<file path="src/rtl/ws_pixel_stream.sv">
// One-wire NRZ LED serialiser (WS2812/SK6812 class) fed through a small FIFO of
// pixel words and latch commands; MSB of each pixel goes out first.
module ws_pixel_stream #(
  parameter int BPP          = 24,
  parameter int DEPTH        = 8,
  parameter int TBIT         = 20,
  parameter int T0H          = 6,
  parameter int T1H          = 13,
  parameter int RESET_CYCLES = 1280,
  parameter bit AUTO_LATCH   = 1'b1
) (
  input  logic                   clk,
  input  logic                   rst_n,
  input  logic [BPP-1:0]         in_data,
  input  logic                   in_latch,
  input  logic                   in_valid,
  output logic                   in_ready,
  output logic                   dout,
  output logic                   busy,
  output logic [$clog2(DEPTH):0] level
);
  // Handshake: an entry moves on every rising edge where in_valid && in_ready;
  // in_valid is ignored while in_ready is low.
  localparam int AW   = $clog2(DEPTH);
  localparam int TMAX = (TBIT > RESET_CYCLES) ? TBIT : RESET_CYCLES;
  localparam int TW   = $clog2(TMAX);
  localparam int BW   = $clog2(BPP);
  localparam logic [TW-1:0] TBIT_LD = TW'(TBIT - 1);
  localparam logic [TW-1:0] RST_LD  = TW'(RESET_CYCLES - 1);
  localparam logic [TW-1:0] T0_THR  = TW'(TBIT - T0H);
  localparam logic [TW-1:0] T1_THR  = TW'(TBIT - T1H);

  typedef enum logic [1:0] {IDLE, BITS, LATCH} state_t;

  logic [BPP:0]    mem_q [DEPTH];
  logic [AW-1:0]   wr_ptr_q, wr_ptr_d, rd_ptr_q, rd_ptr_d;
  logic [AW:0]     count_q, count_d;
  logic            push, pop, load;
  logic [BPP:0]    head;

  state_t          state_q, state_d;
  logic [BPP-1:0]  shift_q, shift_d;
  logic [BW-1:0]   bit_q, bit_d;
  logic [TW-1:0]   tick_q, tick_d;
  logic            dout_q, dout_d;

  assign in_ready = (count_q != (AW+1)'(DEPTH));
  assign push     = in_valid && in_ready;
  assign head     = mem_q[rd_ptr_q];
  assign level    = count_q;
  assign dout     = dout_q;
  assign busy     = (count_q != '0) || (state_q != IDLE);

  always_comb begin
    wr_ptr_d = wr_ptr_q;
    rd_ptr_d = rd_ptr_q;
    count_d  = count_q;
    if (push) wr_ptr_d = wr_ptr_q + AW'(1);
    if (pop)  rd_ptr_d = rd_ptr_q + AW'(1);
    if (push && !pop)      count_d = count_q + (AW+1)'(1);
    else if (pop && !push) count_d = count_q - (AW+1)'(1);
  end

  always_comb begin
    state_d = state_q;
    shift_d = shift_q;
    bit_d   = bit_q;
    tick_d  = tick_q;
    load    = 1'b0;
    case (state_q)
      IDLE: load = 1'b1;
      BITS: begin
        if (tick_q != '0) begin
          tick_d = tick_q - TW'(1);
        end else if (bit_q != '0) begin
          shift_d = shift_q << 1;
          bit_d   = bit_q - BW'(1);
          tick_d  = TBIT_LD;
        end else begin
          load    = 1'b1;
          state_d = AUTO_LATCH ? LATCH : IDLE;
          tick_d  = RST_LD;
        end
      end
      LATCH: begin
        if (tick_q != '0) begin
          tick_d = tick_q - TW'(1);
        end else begin
          load    = 1'b1;
          state_d = IDLE;
        end
      end
      default: state_d = IDLE;
    endcase
    // A queued entry always overrides the fall-back state so slots stay gapless.
    pop = load && (count_q != '0);
    if (pop) begin
      if (head[BPP]) begin
        state_d = LATCH;
        tick_d  = RST_LD;
      end else begin
        state_d = BITS;
        shift_d = head[BPP-1:0];
        bit_d   = BW'(BPP - 1);
        tick_d  = TBIT_LD;
      end
    end
    // Line is high during the leading T0H/T1H clocks of each bit slot.
    dout_d = (state_d == BITS) && (tick_d >= (shift_d[BPP-1] ? T1_THR : T0_THR));
  end

  always_ff @(posedge clk) begin
    if (push) mem_q[wr_ptr_q] <= {in_latch, in_data};
  end

  always_ff @(posedge clk or negedge rst_n) begin
    if (!rst_n) begin
      wr_ptr_q <= '0;
      rd_ptr_q <= '0;
      count_q  <= '0;
      state_q  <= IDLE;
      shift_q  <= '0;
      bit_q    <= '0;
      tick_q   <= '0;
      dout_q   <= 1'b0;
    end else begin
      wr_ptr_q <= wr_ptr_d;
      rd_ptr_q <= rd_ptr_d;
      count_q  <= count_d;
      state_q  <= state_d;
      shift_q  <= shift_d;
      bit_q    <= bit_d;
      tick_q   <= tick_d;
      dout_q   <= dout_d;
    end
  end
endmodule

</file>
<file path="config.mk">
export PLATFORM = sky130hd
export DESIGN_NAME = ws_pixel_stream
export DESIGN_NICKNAME = d
export VERILOG_FILES = /design/src/rtl/ws_pixel_stream.sv
export SDC_FILE = /design/constraint.sdc
export NUM_CORES = 1
export LEC_CHECK = 0
export CORE_MARGIN = 2
export CORE_UTILIZATION = 40
export CTS_BUF_LIST = sky130_fd_sc_hd__clkbuf_2
export CTS_CLUSTER_DIAMETER = 150
export DETAILED_ROUTE_END_ITERATION = 16
export HOLD_SLACK_MARGIN = 0.06
export SYNTH_ARGS = -nofsm -noshare
export SYNTH_HDL_FRONTEND = slang
export SYNTH_SLANG_ARGS = --single-unit
</file>
<file path="constraint.sdc">
create_clock -name clk -period 8.9 [get_ports clk]
set_input_delay 1.78 -clock clk [delete_from_list [all_inputs] [get_ports clk]]
set_output_delay 1.78 -clock clk [all_outputs]
set_load 0.1 [all_outputs]
</file>
==> reports/metrics.csv <==
stage;metric;value;unit
outcome;status;finished, final reports clean;
placed_design;# port buffers;34;
grt;first-pass GRT wire length;32800;um
grt;grt ovf;0;
timing;# setup viols final;0;
critical_path;WS Path Type;register to primary output;
clock_tree;Worst-Skew Late Latency;0.78;ns
logic_synthesis;syn_area_per_cell;18.0;um^2
final_layout;Syn-to-layout area delta;13.1;%
timing;unrepaired setup endpoints after global routing;false;
floorplan;initial core utilization;40.5;%
timing;clock skew;0.0434;ns
critical_path;Worst Path Buf+Inv;2;
detailed_routing;Antenna Violating Nets Remaining;0;
detailed_routing;drt drc;0;
critical_path;CP max stage cell;clkdlybuf4s50_1;
grt;antenna violations before repair;1;
grt;largest net degree at the start of global routing;54;
detailed_routing;Wirelength per Cell;19.3;um
power;Peak VDD IR;0.000120;V
floorplan;Die ar.;0.0276;mm^2
timing;Fin Setup TNS;0;ns
final_layout;Core Util, Final;45.8;%
logic_synthesis;Yosys reg bits;253;
final_layout;FILL cells;2280;
clock_tree;cts hold-fix bufs;0;
timing;Max Fclk;219;MHz
grt;vias in the first global route;6030;
final_layout;final net count;715;
logic_synthesis;top cell type's share of synthesized area;57.0;%
floorplan;placement row count;59;
detailed_routing;WL final;20500;um
placed_design;Post-DP HPWL;11800;um
critical_path;WP data required;7.12;ns
clock_tree;Num CTS Buffers;66;
logic_synthesis;Post-synth top cells;200 x edfxtp_1, 72 x mux2i_1, 53 x dfrtp_1;
detailed_routing;Vias per Instance;5.30;
power;power per cell area;327;mW/mm^2
critical_path;cell chain of the critical path;inv_1 > ha_1 > nand2_1 > clkdlybuf4s50_1;
logic_synthesis;Unique masters post-synth;59;
critical_path;CP endpoint kind;primary output;
timing;worst-margin pin slew;1.10;ns
clock_tree;Post-CTS Resized;0;
clock_tree;CTS tree;yes;
logic_synthesis;Mapped Nets;629;
floorplan;Chip Width;166;um
clock_tree;clk root buf;clkbuf_2;
timing;final worst-path cycle share;51.4;%
floorplan;height of the die;166;um
critical_path;cell family with the largest share of critical-path delay;buffers and inverters;
floorplan;core area;0.0260;mm^2
logic_synthesis;cell with the most instances after synthesis;edfxtp_1;
logic_synthesis;fraction of registers with async set/reset;20.9;%
logic_synthesis;Synth area leaders;edfxtp_1 57%, dfrtp_1 13%, mux4_2 11%;
detailed_routing;First DRT Iteration DRCs;373;
clock_tree;Setup Fix Bufs, Post-CTS;0;
placed_design;GPL Wtd Cong;0.857;
timing;relative slew slack;26.4;%
clock_tree;clk sinks;253;
critical_path;Max stage delay on crit path;1.13;ns
logic_synthesis;Post-synth top flop;edfxtp_1;
final_layout;share of cells above drive strength 1;28.1;%
clock_tree;Clock Path Buffers;3;
critical_path;Critical Path AT;2.79;ns
clock_tree;Worst-path clk slew;0.11;ns
min_path;worst hold path type;register to register;
placed_design;placed inst area;0.0113;mm^2
job;max-cap violation count;0;
timing;min cycle time layout;4.57;ns
floorplan;Ports;35;
clock_tree;CTS H-tree lvls;3;
detailed_routing;DRT Pass-1 Iters;5;
power;leakage power;4.16;nW
logic_synthesis;Post-synth EDFFs;200;
timing;Slew Limit Fails;0;
critical_path;worst reg2reg setup slack;4.65;ns
grt;Total GRT Usage;15.3;%
detailed_routing;vias;5608;
logic_synthesis;Seq/Total Area, Yosys;69.6;%
logic_synthesis;synth warn;0;
logic_synthesis;post-synth top area cell;edfxtp_1;
final_layout;final instance area;0.0119;mm^2
critical_path;CP max FO;5;
logic_synthesis;Post-Synthesis Cells;585;
critical_path;CP Launch Type;register;
logic_synthesis;Cell Area, Synth;0.0105;mm^2
timing;Hold Fails Final Rpt;0;
## cell usage in the layout, fill, tap and decap left out, types with 5 or more instances in the layout
| master | instances |
|---|---|
| clkinv_1 | 5 |
| nor3_1 | 7 |
| ha_1 | 15 |
| dfrtp_1 | 50 |
| a21oi_1 | 9 |
| clkbuf_2 | 109 |
| xnor2_1 | 7 |
| nand2_1 | 22 |
| nand3_1 | 9 |
| edfxtp_1 | 200 |
| mux4_2 | 50 |
| o21ai_0 | 9 |
| nor2_1 | 14 |
| inv_1 | 14 |
| clkdlybuf4s50_1 | 33 |
| nor2_2 | 6 |
| buf_4 | 12 |
| mux2i_1 | 72 |
## kinds of logic (layout without fill, tap and decap cells)
family / Yosys count / count (layout) / share of synthesized area (%)
AO/OA/AOI/OAI: 48 / 48 / 3.41
XOR/XNOR: 9 / 9 / 0.748
adder cells (fa/ha/maj): 16 / 16 / 1.97
buffers and inverters: 42 / 179 / 1.65
flip-flops: 253 / 253 / 69.6
multiplexers: 124 / 124 / 17.7
other: 0 / 1 / 0
AND/OR/NAND/NOR: 93 / 93 / 4.86
## path summary, 6_finish.rpt
| check | start | cells after the start | endpoint |
|---|---|---|---|
| min in group asynchronous | rst_n | 2 | tick_q[7] |
| max in group asynchronous | rst_n | 2 | rd_ptr_q[0] |
| min | wr_ptr_q[0] | 1 | wr_ptr_q[0] |
| min reg2reg | wr_ptr_q[0] | 1 | wr_ptr_q[0] |
| max | state_q[0] | 4 | busy |
| max reg2reg | tick_q[0] | 12 | dout |
## where the power goes
| part | internal [W] | switching, W |
|---|---|---|
| registers | 0.00154 | 0.000218 |
| clock network | 0.000348 | 0.000451 |
| logic | 0.000605 | 0.000737 |
| total | 0.00249 | 0.00141 |
## layout make-up
cell class | instances | area [um^2] | share of cell area, %
clock buffer | 109 | 546 | 4.58
sequential | 253 | 7340 | 61.6
clock inverter | 10 | 72.6 | 0.609
tap | 335 | 419 | 3.52
inverter | 14 | 52.6 | 0.441
antenna | 1 | 2.50 | 0.0210
multi-input combinational | 290 | 3050 | 25.6
timing repair buffer | 46 | 425 | 3.57
## metrics by stage
stage,hold WS [ns],instances,power (W),setup slack (ns)
final,0.520,1058,0.00390,4.33
after floorplan,0.477,585,0.00275,4.30
after detailed placement,0.510,938,0.00315,4.65
after CTS,0.522,1057,0.00396,4.24
after global placement,0.498,938,0.00310,4.84
after global routing,0.542,1058,0.00415,4.18
## metal layers
metal	GRT usage [%]	share of wire, %	vias to the layer above
met4	5.55	1.8	0
met3	3.74	4.4	36
met1	19.5	43	2877
met5	0	0	-
met2	25.6	51	145
li1	-	-	2550
## state kept, by name (all words and copies together), names as in the netlist
name,flops
bit_q,5
dout,1
level,4
mem_q,200
rd_ptr_q,3
shift_q,24
state_q,2
tick_q,11
wr_ptr_q,3
No activity file was read; power rests on OpenSTA's default activity.
